$ cat config.mk
export PLATFORM = sky130hd
export DESIGN_NAME = ldpc_bf_decoder
export DESIGN_NICKNAME = d
export VERILOG_FILES = /design/src/rtl/ldpc_dec_pkg.sv /design/src/rtl/ldpc_syndrome_calc.sv /design/src/rtl/ldpc_bf_decoder.sv
export SDC_FILE = /design/constraint.sdc
export NUM_CORES = 1
export LEC_CHECK = 0
export ABC_AREA = 1
export ABC_CLOCK_PERIOD_IN_PS = 38300
export CAP_MARGIN = 25
export CORE_MARGIN = 1
export CORE_UTILIZATION = 35
export CTS_BUF_LIST = sky130_fd_sc_hd__clkbuf_4
export DETAILED_ROUTE_END_ITERATION = 8
export PLACE_DENSITY = 0.49
export SLEW_MARGIN = 20
export SYNTH_ARGS = -nofsm -noshare
export SYNTH_HDL_FRONTEND = slang
export SYNTH_SLANG_ARGS = --single-unit
$ cat constraint.sdc
create_clock -name clk -period 38.3 [get_ports clk]
set_clock_uncertainty 0.2 [all_clocks]
set_input_delay 3.83 -clock clk [delete_from_list [all_inputs] [get_ports clk]]
set_output_delay 3.83 -clock clk [all_outputs]
set_load 0.05 [all_outputs]
$ cat src/rtl/ldpc_dec_pkg.sv
// Base matrix and derived sizes for the team's quasi-cyclic LDPC code, shared by the
// bit-flipping decoder and its syndrome/unsatisfied-check network.
package ldpc_dec_pkg;

  localparam int NB       = 4;
  localparam int MB       = 2;
  localparam int ZERO_BLK = -1;
  localparam int UNSAT_W  = $clog2(MB + 1);

  // Row 0 is all-identity, row 1 uses distinct shifts so no 4-cycles appear (girth >= 6).
  localparam int SHIFT [MB][NB] = '{'{0, 0, 0, 0}, '{0, 1, 2, 3}};

  typedef enum logic [1:0] {
    ST_IDLE,
    ST_SYND,
    ST_EVAL,
    ST_DONE
  } dec_state_t;

  function automatic int n_of(input int z);
    return NB * z;
  endfunction

  function automatic int m_of(input int z);
    return MB * z;
  endfunction

  function automatic int k_of(input int z);
    return (NB - MB) * z;
  endfunction

endpackage

$ cat src/rtl/ldpc_syndrome_calc.sv
// Combinational parity-check network: syndrome of a codeword and, for every bit,
// the number of unsatisfied checks it participates in. Fully driven by SHIFT.
module ldpc_syndrome_calc
  import ldpc_dec_pkg::*;
#(
  parameter int Z = 8,
  localparam int N = n_of(Z),
  localparam int M = m_of(Z),
  localparam int UW = UNSAT_W
) (
  input  logic [N-1:0]    cw,
  output logic [M-1:0]    syndrome,
  output logic [N*UW-1:0] unsat
);

  always_comb begin
    syndrome = '0;
    for (int r = 0; r < MB; r++) begin
      for (int b = 0; b < NB; b++) begin
        if (SHIFT[r][b] != ZERO_BLK) begin
          for (int i = 0; i < Z; i++) begin
            syndrome[r*Z+i] = syndrome[r*Z+i] ^ cw[b*Z + ((i + SHIFT[r][b]) % Z)];
          end
        end
      end
    end
  end

  always_comb begin
    unsat = '0;
    for (int r = 0; r < MB; r++) begin
      for (int b = 0; b < NB; b++) begin
        if (SHIFT[r][b] != ZERO_BLK) begin
          for (int i = 0; i < Z; i++) begin
            unsat[(b*Z + ((i + SHIFT[r][b]) % Z))*UW +: UW] =
              unsat[(b*Z + ((i + SHIFT[r][b]) % Z))*UW +: UW] + {{(UW-1){1'b0}}, syndrome[r*Z+i]};
          end
        end
      end
    end
  end

endmodule

$ cat src/rtl/ldpc_bf_decoder.sv
// Hard-decision bit-flipping LDPC decoder: syndrome/flip iterations until clean or MAX_ITER.
// Optional frame/failure counters are built when LDPC_DEC_STATS_EN is defined.
module ldpc_bf_decoder
  import ldpc_dec_pkg::*;
#(
  parameter int Z        = 8,
  parameter int MAX_ITER = 16,
  parameter int ITW      = 5,
  localparam int N  = n_of(Z),
  localparam int M  = m_of(Z),
  localparam int K  = k_of(Z),
  localparam int UW = UNSAT_W
) (
  input  logic           clk,
  input  logic           rst_n,
  input  logic           in_valid,
  output logic           in_ready,
  input  logic [N-1:0]   c,
  output logic           out_valid,
  input  logic           out_ready,
  output logic [K-1:0]   s,
  output logic           dec_ok,
  output logic [ITW-1:0] iter_used
`ifdef LDPC_DEC_STATS_EN
  ,
  output logic [15:0]    stat_frames,
  output logic [15:0]    stat_fails
`endif
);

  dec_state_t          state, state_nxt;
  logic [N-1:0]        cw_reg;
  logic [N-1:0]        flip_mask;
  logic [M-1:0]        syn_reg;
  logic [M-1:0]        syndrome;
  logic [N*UW-1:0]     unsat;
  logic [UW-1:0]       umax;
  logic [ITW-1:0]      iter;
  logic                syn_zero;
  logic                at_max;

  function automatic logic [UW-1:0] max_unsat(input logic [N*UW-1:0] u);
    logic [UW-1:0] m;
    m = '0;
    for (int j = 0; j < N; j++) begin
      if (u[j*UW +: UW] > m) m = u[j*UW +: UW];
    end
    return m;
  endfunction

  ldpc_syndrome_calc #(.Z(Z)) u_synd (
    .cw       (cw_reg),
    .syndrome (syndrome),
    .unsat    (unsat)
  );

  assign syn_zero = (syn_reg == '0);
  assign at_max   = (iter == ITW'(MAX_ITER));

  // In EVAL cw_reg is unchanged since SYND, so unsat matches syn_reg.
  always_comb begin
    flip_mask = '0;
    umax      = max_unsat(unsat);
    for (int j = 0; j < N; j++) begin
      flip_mask[j] = (unsat[j*UW +: UW] == umax);
    end
  end

  always_ff @(posedge clk) begin
    if (!rst_n) state <= ST_IDLE;
    else        state <= state_nxt;
  end

  always_comb begin
    state_nxt = state;
    in_ready  = 1'b0;
    out_valid = 1'b0;
    case (state)
      ST_IDLE: begin
        in_ready = 1'b1;
        if (in_valid) state_nxt = ST_SYND;
      end
      ST_SYND: state_nxt = ST_EVAL;
      ST_EVAL: state_nxt = (syn_zero || at_max) ? ST_DONE : ST_SYND;
      ST_DONE: begin
        out_valid = 1'b1;
        if (out_ready) state_nxt = ST_IDLE;
      end
      default: state_nxt = ST_IDLE;
    endcase
  end

  always_ff @(posedge clk) begin
    if (!rst_n) begin
      syn_reg   <= '0;
      s         <= '0;
      dec_ok    <= 1'b0;
      iter_used <= '0;
    end else begin
      if (state == ST_SYND) syn_reg <= syndrome;
      if (state == ST_EVAL && (syn_zero || at_max)) begin
        s         <= cw_reg[N-1 -: K];
        dec_ok    <= syn_zero;
        iter_used <= iter;
      end
    end
  end

  always_ff @(posedge clk) begin
    if (state == ST_IDLE && in_valid) begin
      cw_reg <= c;
      iter   <= '0;
    end else if (state == ST_EVAL && !syn_zero && !at_max) begin
      cw_reg <= cw_reg ^ flip_mask;
      iter   <= iter + 1'b1;
    end
  end

`ifdef LDPC_DEC_STATS_EN
  always_ff @(posedge clk) begin
    if (!rst_n) begin
      stat_frames <= '0;
      stat_fails  <= '0;
    end else if (out_valid && out_ready) begin
      stat_frames <= stat_frames + 16'd1;
      if (!dec_ok) stat_fails <= stat_fails + 16'd1;
    end
  end
`endif

endmodule

; Yosys cells after proc, flatten, opt, wreduce, memory -nomap -nowiden
; Cells that the tools add are included.
[totals]
ff_bits = 77
in_bits = 36
output_inout_bits = 24
elab_cells = 210
[op_classes]
n_addsub = 33
order_cmp = 32
eq_ne = 38
n_mux = 40
n_bitwise = 49
reduce_logical = 11
[op_table]
columns = op, n
row1 = two-way mux 2 bit, 35
row2 = adder 1 x 1 -> 2 bit, 32
row3 = == test 2 bit, 32
row4 = two-way mux 32 bit, 2
row5 = greater-than comparator 2 bit, 31
row6 = XOR 1 bit, 48
row7 = XOR 32 bit, 1
row8 = logical NOT 16 bit, 1
row9 = case mux 2 bit (4 select lines), 1
row10 = "adder 5 x 1 -> 5 bit, second input constant", 1
row11 = "== test 5 bit, second input constant", 1
row12 = "== test 2 bit, second input constant", 2
row13 = logical AND 1 bit, 4
row14 = "!= test 2 bit, second input constant", 2
row15 = "== test 2 x 1 -> 1 bit, second input constant", 1
row16 = "greater-than comparator 2 x 1 -> 1 bit, second input constant", 1
row17 = logical NOT 1 bit, 2
row18 = logical NOT 2 bit, 1
row19 = two-way mux 1 bit, 2
row20 = AND reduction 2 bit, 1
row21 = nonzero test 2 bit, 1
row22 = logical OR 1 bit, 1

; Depth between registers and ports, before layout
; Gate-level depths: netlist of run 1.
[logic_depth]
ltp_word = 72
depth_mapped = 202
mapped_depth_nobuf = 201

; Cells and area by module
; From an unflattened synthesis of run 1, not the netlist that was laid out.
[hier_totals]
hier_cells = 1549
area_unflattened_um2 = 10077.2
[by_module_without_submodules]
columns = module, instances, cells_per_inst, area_each_um2, seq_area_each_um2
row1 = ldpc_bf_decoder, 1, 1121, 8100.3, 1861.8
row2 = ldpc_syndrome_calc, 1, 428, 1976.9, 0.0

; Worst setup path after synthesis of run 1
; Ideal clock, no wire load.
[synth_path]
path_kind = register to register
start = register cw_reg[16]
end = register cw_reg[24], data pin
setup_time_ns = 0.253
arrival_time_ns = 27.575
slack_ns = 10.272
stages_incl_launch_ff = 198
n_path_buf = 1
period_less_slack_ns = 28.028
path_cell_list = edfxtp_1 -> xor2_1 -> xnor2_1 -> ha_1 -> inv_1 -> ha_1 -> inv_1 -> a21oi_1 -> o21ai_1 -> nand2_1 -> clkinv_1 -> nand3_2 -> nand2_1 -> ha_1 -> inv_1 -> o21ai_0 -> inv_1 -> nand2_1 -> (+162 left out) -> nand2_1 -> ha_1 -> inv_1 -> o21ai_0 -> inv_1 -> nand2_1 -> nand2_1 -> ha_1 -> inv_1 -> o21ai_0 -> inv_1 -> nand2_1 -> clkbuf_1 -> nand3_1 -> nand3_1 -> nand2_1 -> nand3_1 -> nand2_1
[synth_between]
elab_chain_cells = 71
elab_cells_between_ends = 79
classes_between = 7 x add/sub / 32 x order compare / 1 x eq/ne / 34 x mux / 5 x bitwise
[synth_lines]
columns = element, line
row1 = from (decl), ldpc_bf_decoder.sv:32  ; logic [N-1:0] cw_reg;
row2 = from (signal assigned), ldpc_bf_decoder.sv:114  ; cw_reg <= cw_reg ^ flip_mask;
row3 = XOR 1 bit (*) (2 in series), ldpc_syndrome_calc.sv:22  ; syndrome[r*Z+i] = syndrome[r*Z+i] ^ cw[b*Z + ((i + SHIFT[r][b]) % Z)];
row4 = via syndrome[0], ldpc_bf_decoder.sv:35  ; logic [M-1:0] syndrome;
row5 = adder 1 x 1 -> 2 bit, ldpc_syndrome_calc.sv:36  ; unsat[(b*Z + ((i + SHIFT[r][b]) % Z))*UW +: UW] + {{(UW-1){1'b0}}, syndrome[r*Z+i]};
row6 = greater-than comparator 2 x 1 -> 1 bit, ldpc_bf_decoder.sv:46  ; if (u[j*UW +: UW] > m) m = u[j*UW +: UW];
row7 = two-way mux 2 bit, ldpc_bf_decoder.sv:46
row8 = greater-than comparator 2 bit, ldpc_bf_decoder.sv:46
row9 = two-way mux 2 bit, ldpc_bf_decoder.sv:46
row10 = greater-than comparator 2 bit, ldpc_bf_decoder.sv:46
row11 = (+55 left out), --
row12 = greater-than comparator 2 bit, ldpc_bf_decoder.sv:46
row13 = two-way mux 2 bit, ldpc_bf_decoder.sv:46
row14 = greater-than comparator 2 bit, ldpc_bf_decoder.sv:46
row15 = two-way mux 2 bit, ldpc_bf_decoder.sv:46
row16 = == test 2 bit (*), ldpc_bf_decoder.sv:65  ; flip_mask[j] = (unsat[j*UW +: UW] == umax);
row17 = XOR 32 bit (*), ldpc_bf_decoder.sv:114
row18 = two-way mux 32 bit (*), ldpc_bf_decoder.sv:113  ; end else if (state == ST_EVAL && !syn_zero && !at_max) begin
row19 = two-way mux 32 bit (*), ldpc_bf_decoder.sv:110  ; if (state == ST_IDLE && in_valid) begin
; Mark *: on every way through the listed nets, which the timed path passes. The rest lies on a longest branch. The select of a mux whose other input is x is not followed.
; A chain may end at the register's enable or synchronous reset.

; Worst setup path after layout of run 1
[layout_path]
start = register cw_reg[24]
end = register cw_reg[5], data pin
[layout_between]
elab_chain_cells = 70
elab_cells_between_ends = 77
classes_between = 7 x add/sub / 32 x order compare / 1 x eq/ne / 34 x mux / 3 x bitwise
[layout_lines]
columns = element, line
row1 = XOR 1 bit (*), ldpc_syndrome_calc.sv:22
row2 = via syndrome[0], ldpc_bf_decoder.sv:35
row3 = adder 1 x 1 -> 2 bit, ldpc_syndrome_calc.sv:36
row4 = greater-than comparator 2 x 1 -> 1 bit, ldpc_bf_decoder.sv:46
row5 = two-way mux 2 bit, ldpc_bf_decoder.sv:46
row6 = greater-than comparator 2 bit, ldpc_bf_decoder.sv:46
row7 = two-way mux 2 bit, ldpc_bf_decoder.sv:46
row8 = greater-than comparator 2 bit, ldpc_bf_decoder.sv:46
row9 = (+55 left out), --
row10 = greater-than comparator 2 bit, ldpc_bf_decoder.sv:46
row11 = two-way mux 2 bit (*), ldpc_bf_decoder.sv:46
row12 = greater-than comparator 2 bit, ldpc_bf_decoder.sv:46
row13 = two-way mux 2 bit (*), ldpc_bf_decoder.sv:46
row14 = == test 2 bit (*), ldpc_bf_decoder.sv:65
row15 = XOR 32 bit (*), ldpc_bf_decoder.sv:114
row16 = two-way mux 32 bit (*), ldpc_bf_decoder.sv:113
row17 = two-way mux 32 bit (*), ldpc_bf_decoder.sv:110
; Marks and branches as above.

==> results of run 1 <==
placed cells by master, fill, tap and decap left out, types with 9 or more instances in the layout:
cell,n
a21oi_1,41
buf_4,16
clkbuf_4,9
clkdlybuf4s50_1,59
dfxtp_1,45
edfxtp_1,32
ha_1,127
inv_1,205
nand2_1,286
nand3_1,210
nand3_2,44
nor2_1,10
o21ai_0,71
o21bai_1,30
xnor2_1,28
xor2_1,45
stage by stage:
step           cell area (um^2)  setup WS (ns)  utilization (%)
3_3_place_gp               9580           6.68             39.3
3_5_place_dp               9580           6.12             39.3
2_1_floorplan              8740          10.27                -
6_report                   9710           6.06             39.8
5_1_grt                    9710           2.54             39.8
4_1_cts                    9710           6.03             39.8
logic make-up after synthesis:
kind of cell    synth area share, %
simple gates                   31.3
xor+xnor                       7.31
compound gates                 9.33
flops                          21.3
buf+inv                        12.4
fa+ha+maj                      18.3
worst max path at each step:
stage	start	endpoint	slack (ns)	depth (start not counted)
CTS	cw_reg[24]$_DFFE_PP_	cw_reg[5]$_DFFE_PP_	6.03	199
global placement	cw_reg[24]$_DFFE_PP_	cw_reg[5]$_DFFE_PP_	6.68	199
floorplan	cw_reg[16]$_DFFE_PP_	cw_reg[24]$_DFFE_PP_	10.27	197
finish	cw_reg[24]$_DFFE_PP_	cw_reg[5]$_DFFE_PP_	6.06	199
detailed placement	cw_reg[24]$_DFFE_PP_	cw_reg[20]$_DFFE_PP_	6.12	199
global route	cw_reg[24]$_DFFE_PP_	cw_reg[14]$_DFFE_PP_	2.54	199
final cells by class:
type,count,area (um^2)
antenna,1,2.50
clock buffer,9,67.6
clock inverter,7,61.3
fill,2674,14700
inverter,212,796
multi-input combinational,918,5810
sequential,77,1860
tap,324,405
timing repair buffer,75,711
metal layers:
| metal | share of wire [%] | vias up |
|---|---|---|
| met5 | 0 | - |
| met4 | 2.4 | 0 |
| met3 | 3.7 | 35 |
| met2 | 45 | 170 |
| met1 | 49 | 3599 |
| li1 | - | 4160 |
worst max-delay path, delay by kind of cell, from the launching register on:
kind	cells	cell delay (ns)
simple gates	68	6.22
fa+ha+maj	32	8.39
buf+inv	65	5.09
xor+xnor	2	0.66
compound gates	32	10.85
flops	1	0.55
==> results.py, run 1 <==
metrics = {
    "status": {
        "status": "completed",
    },
    "detailed_routing": {
        "drt_iter0_drc": 376,
        "post-route-drc-count": 0,
        "detail_route.first_pass.iterations": 4,
        "wl_per_cell_um": 16.3,
        "dr_total_vias": 7964,
        "detail-route-antenna-nets": 0,
        "total_wire_length_after_detailed_routing_um": 26400,
        "via_cell_ratio": 4.91,
    },
    "critical_path": {
        "cell_mode_on_critical_path": "inv_1",
        "end_kind": "register",
        "r2r.worst_path.cells": 199,
        "crit_slowest_cell": "buf_4",
        "r2r_slack_ns": 6.06,
        "start_kind": "register",
        "crit_fanout": 64,
        "data_arrival_time_of_the_worst_path_ns": 32.39,
        "worstReg2RegEnd": "cw_reg[5]$_DFFE_PP_",
        "crit_type": "reg -> reg",
        "worst_path_largest_cell_delay_ns": 0.63,
        "rr_startpoint": "cw_reg[24]$_DFFE_PP_",
        "critPathRequiredTime_ns": 38.45,
    },
    "clocking": {
        "clock_latency_on_the_worst_skew_pair_ns": 0.48,
        "post_cts_resize_count": 0,
        "cts-buffers-inserted": 9,
        "cts.sink_count": 77,
        "post_cts.repair.setup_buffers": 0,
        "tritoncts": "done",
        "register_clock_pin_slew_on_the_reported_worst_setup_and_hold_paths_ns": 0.16,
        "cts-root-buf": "clkbuf_4",
        "post_cts_hold_buffer_count": 0,
        "cts_max_path_buffers": 2,
        "h-tree-depth": 3,
    },
    "floorplan": {
        "boundaryPins": 60,
        "rows": 57,
        "die-area_mm2": 0.0256,
        "die_height_um": 160,
        "core_region_area_mm2": 0.0244,
        "die_width_um": 160,
        "floorplan.initialDensity_pct": 35.8,
    },
    "synth": {
        "post_synth.cell_area_avg_um2": 7.00,
        "postSynthNetCount": 1412,
        "ys_seq_area_share_pct": 21.3,
        "synth_commonest_cells": "288 x nand2_1, 210 x nand3_1, 206 x inv_1",
        "ys.warnings.count": 0,
        "distinct_cell_type_count_of_the_synthesized_netlist": 33,
        "async_reset_ff_share_pct": 0,
        "yosys.area.top_type": "ha_1",
        "synth_largest_type_area_fraction_pct": 18.3,
        "post_synth_instance_area_mm2": 0.00874,
        "synth_edf_count": 32,
        "synth_seq_cells": 77,
        "postSynthCellCount": 1248,
        "yosys.cell_count.top_type": "nand2_1",
        "yosys_most_used_dff": "dfxtp_1",
        "post_synth_main_area_contributors": "ha_1 18%, nand2_1 12%, nand3_1 12%",
    },
    "global_routing": {
        "global_router_s_overall_resource_usage_pct": 21.1,
        "first_global_vias": 7406,
        "met3_usage_pct": 2.47,
        "global_route.overflow_total": 0,
        "global_route.usage.met1_pct": 28.8,
        "antenna_found_initial": 1,
        "grt_util_met2_pct": 34.4,
        "first_pass_grt_wire_length_um": 41700,
        "grt_peak_use_layer": "met2",
        "pin_count_of_the_biggest_net_entering_global_routing": 65,
    },
    "min_path": {
        "hold_start": "dec_ok$_SDFFE_PN0P_",
        "hold-path-endpoint": "dec_ok$_SDFFE_PN0P_",
        "hp-class": "reg -> reg",
        "hold_depth": 2,
    },
    "finish": {
        "largest_reg_flops": 32,
        "finalNonFillerCells": 1623,
        "area_overhead_vs_synth_pct": 11.1,
        "nets": 1457,
        "post_route_cells_drive_above_1_share_pct": 7.09,
    },
    "flow_run": {
        "maxCapViolations": 0,
    },
    "place": {
        "placedCellCount": 1606,
        "place_congestion": 0.835,
        "detailed_place_hpwl_um": 19100,
        "io_port_bufs": 59,
    },
    "sta": {
        "timing.final.crit_share_pct": 84.2,
        "period_needed_ns": 32.24,
        "final_hold_viol_count": 0,
        "tightest_slew_ns": 1.17,
        "timing.setup.tns_ns": 0,
        "worst_slew_margin_rel_pct": 21.3,
        "fin_hold_ws_ns": 0.298,
        "fmax_ghz": 0.0310,
        "report.final.slew_viol_count": 0,
        "final_setup_viols": 0,
        "rsz0062_at_grt": "no",
    },
}
Power of run 1 is left out: the tool's default activity adds up to more than one toggle a clock period on the data nets, which glitch-free logic cannot reach.
==> run 2: changes to the inputs <==
--- a/config.mk
+++ b/config.mk
@@ -6,13 +6,13 @@
 export NUM_CORES = 1
 export LEC_CHECK = 0
 export ABC_AREA = 1
-export ABC_CLOCK_PERIOD_IN_PS = 38300
+export ABC_CLOCK_PERIOD_IN_PS = 26700
 export CAP_MARGIN = 25
 export CORE_MARGIN = 1
 export CORE_UTILIZATION = 35
 export CTS_BUF_LIST = sky130_fd_sc_hd__clkbuf_4
 export DETAILED_ROUTE_END_ITERATION = 8
-export PLACE_DENSITY = 0.49
+export PLACE_DENSITY = 0.51
 export SLEW_MARGIN = 20
 export SYNTH_ARGS = -nofsm -noshare
 export SYNTH_HDL_FRONTEND = slang
==> constraint.sdc (replaced) <==
create_clock -name clk -period 26.7 [get_ports clk]
set_clock_uncertainty 0.2 [all_clocks]
set_input_delay 2.67 -clock clk [delete_from_list [all_inputs] [get_ports clk]]
set_output_delay 2.67 -clock clk [all_outputs]
set_load 0.05 [all_outputs]
==> run 2 against run 1 <==
Global-route usage barely moved. Die area unchanged. Hold slack got worse by 0.014 ns. Via count grew 5.1%. Highest routed layer unchanged.
==> results.py, run 2 (synthesis gave the netlist of run 1 again) <==
metrics = {
    "detailed_routing": {
        "post-route-drc-count": 0,
        "drt_iter0_drc": 580,
        "detail-route-antenna-nets": 0,
        "wl_per_cell_um": 16.7,
        "dr_total_vias": 8372,
        "detail_route.first_pass.iterations": 5,
        "via_cell_ratio": 4.99,
        "total_wire_length_after_detailed_routing_um": 27900,
    },
    "finish": {
        "combined_area_of_the_multi_input_logic_cells_mm2": 0.00600,
        "nets": 1512,
        "layout_common_cells": "286 x nand2_1, 210 x nand3_1, 204 x inv_1, 127 x ha_1",
        "area_overhead_vs_synth_pct": 19.6,
        "fillers": 2577,
        "layout.area.seq_mm2": 0.00186,
        "layout.cells.most_common": "nand2_1",
        "largest_reg_flops": 32,
        "post_route_cells_drive_above_1_share_pct": 12.6,
    },
    "sta": {
        "worst_slew_margin_rel_pct": 34.9,
        "tightest_slew_ns": 0.969,
        "final_hold_viol_count": 0,
        "period_needed_ns": 24.44,
        "timing.final.crit_share_pct": 91.5,
        "report.final.slew_viol_count": 0,
        "final_setup_viols": 0,
        "fmax_ghz": 0.0409,
        "fin_hold_ws_ns": 0.284,
    },
    "critical_path": {
        "worst_path_largest_cell_delay_ns": 0.47,
        "timing.critical_path.depth": 201,
        "cp-endpoint": "cw_reg[22]$_DFFE_PP_",
        "end_kind": "register",
        "rr_startpoint": "cw_reg[19]$_DFFE_PP_",
        "count_of_buffer_and_inverter_cells_on_the_critical_path": 56,
        "start_kind": "register",
        "cell_mode_on_critical_path": "nand2_1",
        "critical_path.startpoint": "cw_reg[19]$_DFFE_PP_",
        "r2r_slack_ns": 2.26,
        "critPathTopFamily": "adder cells",
        "r2r.worst_path.cells": 201,
        "worstReg2RegEnd": "cw_reg[22]$_DFFE_PP_",
        "critPathRequiredTime_ns": 26.75,
        "crit_fanout": 15,
        "crit_slowest_cell": "edfxtp_1",
        "data_arrival_time_of_the_worst_path_ns": 24.49,
        "crit_type": "reg -> reg",
    },
    "min_path": {
        "hp-class": "reg -> reg",
    },
    "floorplan": {
        "die_width_um": 160,
        "die_height_um": 160,
        "die-area_mm2": 0.0256,
        "rows": 57,
        "core_region_area_mm2": 0.0244,
        "floorplan.initialDensity_pct": 35.8,
        "boundaryPins": 60,
    },
    "global_routing": {
        "global_router_s_overall_resource_usage_pct": 21.1,
        "first_pass_grt_wire_length_um": 41800,
        "global_route.overflow_total": 0,
        "antenna_found_initial": 1,
        "pin_count_of_the_biggest_net_entering_global_routing": 43,
        "first_global_vias": 7602,
    },
    "place": {
        "place_congestion": 0.846,
        "io_port_bufs": 59,
        "detailed_place_hpwl_um": 20000,
    },
    "status": {
        "status": "completed",
    },
    "clocking": {
        "cts-root-buf": "clkbuf_4",
        "tritoncts": "done",
        "cts_max_path_buffers": 2,
        "clock_latency_on_the_worst_skew_pair_ns": 0.50,
        "h-tree-depth": 3,
        "register_clock_pin_slew_on_the_reported_worst_setup_and_hold_paths_ns": 0.15,
        "cts-buffers-inserted": 9,
        "cts.sink_count": 77,
    },
    "flow_run": {
        "maxCapViolations": 0,
    },
}
-- run 2: through the flow --
stage | utilization (%) | instance area, um^2 | setup TNS [ns] | cells | setup WS [ns]
2_1_floorplan | - | 8760 | 0 | 1248 | 0.0273
3_3_place_gp | 40.3 | 9830 | 0 | 1634 | 0.290
3_5_place_dp | 40.3 | 9830 | -1.36 | 1634 | -0.0874
4_1_cts | 41.0 | 10000 | 0 | 1650 | 0.0346
5_1_grt | 42.9 | 10500 | -3.83 | 1678 | -0.162
6_report | 42.9 | 10500 | 0 | 1678 | 2.26
-- run 2: worst min-delay path by stage --
stage / start / to / cells after the start / slack [ns]
CTS: dec_ok$_SDFFE_PN0P_ / dec_ok$_SDFFE_PN0P_ / 2 / 0.29
finish: dec_ok$_SDFFE_PN0P_ / dec_ok$_SDFFE_PN0P_ / 2 / 0.28
global placement: dec_ok$_SDFFE_PN0P_ / dec_ok$_SDFFE_PN0P_ / 2 / 0.26
detailed placement: dec_ok$_SDFFE_PN0P_ / dec_ok$_SDFFE_PN0P_ / 2 / 0.27
global route: dec_ok$_SDFFE_PN0P_ / dec_ok$_SDFFE_PN0P_ / 2 / 0.30
floorplan: iter[4]$_SDFFE_PP0P_ / iter_used[4]$_SDFFE_PN0P_ / 2 / 0.27
-- run 2: layout make-up --
| type | count | area share, % |
|---|---|---|
| multi-input combinational | 920 | 57.4 |
| tap | 324 | 3.88 |
| clock buffer | 9 | 0.646 |
| sequential | 77 | 17.8 |
| clock inverter | 7 | 0.814 |
| inverter | 212 | 7.64 |
| antenna | 1 | 0.0239 |
| timing repair buffer | 128 | 11.8 |
-- run 2: routing by layer --
layer  vias to the layer above  GRT usage (%)  share of wire [%]  wire length [um]
met1                      3879           28.4                 47             13200
met3                        39           2.52                4.2              1190
met2                       177           34.8                 46             12900
li1                       4277              -                  -                 -
met4                         0           6.84                2.4               671
met5                         -              0                  0                 0
-- run 2: what timing repair did --
item,CTS,global route
hold endpoints to repair,0,0
setup buffers,0,22
pin swaps,0,11
gates cloned,0,5
hold buffers,0,0
endpoints found under the setup margin,32,32
resized for setup,6,54
-- run 2: worst min-delay path, stage by stage, from the launching register on --
cell and delay (ns):
dfxtp_1 0.34, nand2_1 0.06, a21oi_1 0.05
Power of run 2 is left out for the same reason.
==> run 3: changes to the inputs <==
--- a/config.mk
+++ b/config.mk
@@ -6,14 +6,14 @@
 export NUM_CORES = 1
 export LEC_CHECK = 0
 export ABC_AREA = 1
-export ABC_CLOCK_PERIOD_IN_PS = 26700
+export ABC_CLOCK_PERIOD_IN_PS = 24700
 export CAP_MARGIN = 25
 export CORE_MARGIN = 1
 export CORE_UTILIZATION = 35
 export CTS_BUF_LIST = sky130_fd_sc_hd__clkbuf_4
 export DETAILED_ROUTE_END_ITERATION = 8
-export PLACE_DENSITY = 0.51
-export SLEW_MARGIN = 20
+export PLACE_DENSITY = 0.49
+export SLEW_MARGIN = 10
 export SYNTH_ARGS = -nofsm -noshare
 export SYNTH_HDL_FRONTEND = slang
 export SYNTH_SLANG_ARGS = --single-unit
==> constraint.sdc (replaced) <==
create_clock -name clk -period 24.7 [get_ports clk]
set_clock_uncertainty 0.2 [all_clocks]
set_input_delay 2.47 -clock clk [delete_from_list [all_inputs] [get_ports clk]]
set_output_delay 2.47 -clock clk [all_outputs]
set_load 0.05 [all_outputs]
==> run 3 against run 2 <==
Global-route usage grew 0.72 points. Via count grew 3.9%. Hold slack lost 0.0018 ns. Sequential share of layout area shrank 2.1 points. Final cell count grew 2.7%. First-iteration DRC count shrank 10%. Setup slack lost 1.3 ns. Cell area grew 13%. Wire length grew 13%. Fmax grew 3.0%. Critical path type unchanged.
==> results.py, run 3 (synthesis gave the netlist of run 1 again) <==
metrics = {
    "detailed_routing": {
        "dr_total_vias": 8699,
        "detail_route.first_pass.iterations": 5,
        "via_cell_ratio": 5.05,
        "post-route-drc-count": 0,
        "drt_iter0_drc": 522,
        "total_wire_length_after_detailed_routing_um": 31500,
        "detail-route-antenna-nets": 0,
        "wl_per_cell_um": 18.3,
    },
    "finish": {
        "combined_area_of_the_multi_input_logic_cells_mm2": 0.00683,
        "layout_common_cells": "227 x nand2_1, 196 x nand3_1, 170 x inv_1, 102 x ha_1, 73 x buf_4",
        "layout.area.seq_mm2": 0.00186,
        "fillers": 2466,
        "nets": 1557,
        "layout.core_utilization_pct": 48.5,
        "layout.cells.most_common": "nand2_1",
        "area_overhead_vs_synth_pct": 35.2,
        "post_route_cells_drive_above_1_share_pct": 26.6,
        "largest_reg_flops": 32,
    },
    "status": {
        "status": "completed",
    },
    "global_routing": {
        "global_router_s_overall_resource_usage_pct": 21.8,
        "first_global_vias": 7683,
        "global_route.overflow_total": 0,
        "first_pass_grt_wire_length_um": 42800,
        "pin_count_of_the_biggest_net_entering_global_routing": 44,
        "antenna_found_initial": 1,
    },
    "critical_path": {
        "start_kind": "register",
        "cell_mode_on_critical_path": "o21ai_2",
        "r2r.worst_path.cells": 198,
        "crit_type": "reg -> reg",
        "data_arrival_time_of_the_worst_path_ns": 23.78,
        "critPathRequiredTime_ns": 24.76,
        "crit_fanout": 8,
        "worst_path_largest_cell_delay_ns": 0.54,
        "end_kind": "register",
        "crit_slowest_cell": "edfxtp_1",
    },
    "clocking": {
        "register_clock_pin_slew_on_the_reported_worst_setup_and_hold_paths_ns": 0.18,
        "h-tree-depth": 3,
        "post_cts_hold_buffer_count": 0,
        "cts.sink_count": 77,
        "tritoncts": "done",
        "cts-root-buf": "clkbuf_4",
        "cts_max_path_buffers": 2,
        "clock_latency_on_the_worst_skew_pair_ns": 0.52,
        "cts-buffers-inserted": 9,
    },
    "min_path": {
        "hold_depth": 2,
        "hp-class": "reg -> reg",
    },
    "sta": {
        "report.final.slew_viol_count": 0,
        "tightest_slew_ns": 1.15,
        "final_setup_viols": 0,
        "timing.final.crit_share_pct": 96.0,
        "worst_slew_margin_rel_pct": 22.9,
        "fmax_ghz": 0.0422,
        "final_hold_viol_count": 0,
        "period_needed_ns": 23.72,
    },
    "floorplan": {
        "die_height_um": 160,
        "die_width_um": 160,
        "boundaryPins": 60,
        "rows": 57,
        "die-area_mm2": 0.0256,
        "core_region_area_mm2": 0.0244,
        "floorplan.initialDensity_pct": 35.8,
    },
    "place": {
        "io_port_bufs": 59,
        "detailed_place_hpwl_um": 19900,
        "place_congestion": 0.843,
    },
    "flow_run": {
        "maxCapViolations": 0,
    },
}
==> run 3: cell types whose count changed in the layout (fill, tap and decap cells not counted), sizes merged <==
cell	change
nand2	+2
bufinv	-1
nand3	+2
clkinv	+1
buf	+35
clkbuf	+6
==> run 3: cell type report <==
type | instances | area share [%]
clock buffers | 9 | 0.572
inverters | 212 | 6.77
well taps | 324 | 3.43
clock inverters | 7 | 0.646
flip-flops and latches | 77 | 15.7
repair buffers | 169 | 15.0
diodes | 1 | 0.0212
multi-input cells | 924 | 57.8
==> run 3: per-stage QoR <==
stage                     instance area [um^2]  TNS (ns)  setup WS (ns)  cells  hold WS [ns]
final                                    11800         0          0.980   1723         0.282
after global routing                     11800    -11.22         -0.385   1723         0.302
after CTS                                10300         0         0.0504   1665         0.288
after detailed placement                  9910    -23.69         -0.785   1640         0.265
after global placement                    9880     -9.91         -0.342   1639         0.268
after floorplan                           8770         0        0.00653   1248         0.270
==> run 3: worst max-delay path: cells and delay by family (launching register included) <==
| kind | cells | cell delay (ns) |
|---|---|---|
| simple gates | 68 | 4.78 |
| buf+inv | 54 | 4.72 |
| compound gates | 42 | 5.20 |
| flops | 1 | 0.54 |
| xor+xnor | 2 | 0.44 |
| fa+ha+maj | 32 | 7.57 |
==> run 3: timing repair <==
| action | in CTS | in global routing |
|---|---|---|
| cloned | 3 | 15 |
| pin swaps | 6 | 100 |
| setup buffers | 6 | 42 |
| resized for setup | 19 | 248 |
| endpoints found under the setup margin | 32 | 32 |
==> run 3: final timing paths <==
kind / slack [ns] / end / startpoint
worst max register to register: 0.98 / cw_reg[27]$_DFFE_PP_ / cw_reg[16]$_DFFE_PP_
worst max-delay path: 0.98 / cw_reg[27]$_DFFE_PP_ / cw_reg[16]$_DFFE_PP_
worst min register to register: 0.28 / dec_ok$_SDFFE_PN0P_ / dec_ok$_SDFFE_PN0P_
worst min-delay path: 0.28 / dec_ok$_SDFFE_PN0P_ / dec_ok$_SDFFE_PN0P_
==> run 3: metal layers <==
| metal | vias to the layer above | routed length, um | GRT usage, % |
|---|---|---|---|
| met5 | - | 0 | 0 |
| met4 | 0 | 807 | 4.89 |
| met3 | 53 | 1440 | 2.16 |
| met2 | 225 | 15200 | 37.8 |
| met1 | 4040 | 14100 | 28.9 |
| li1 | 4381 | - | - |
Power of run 3 is left out for the same reason.
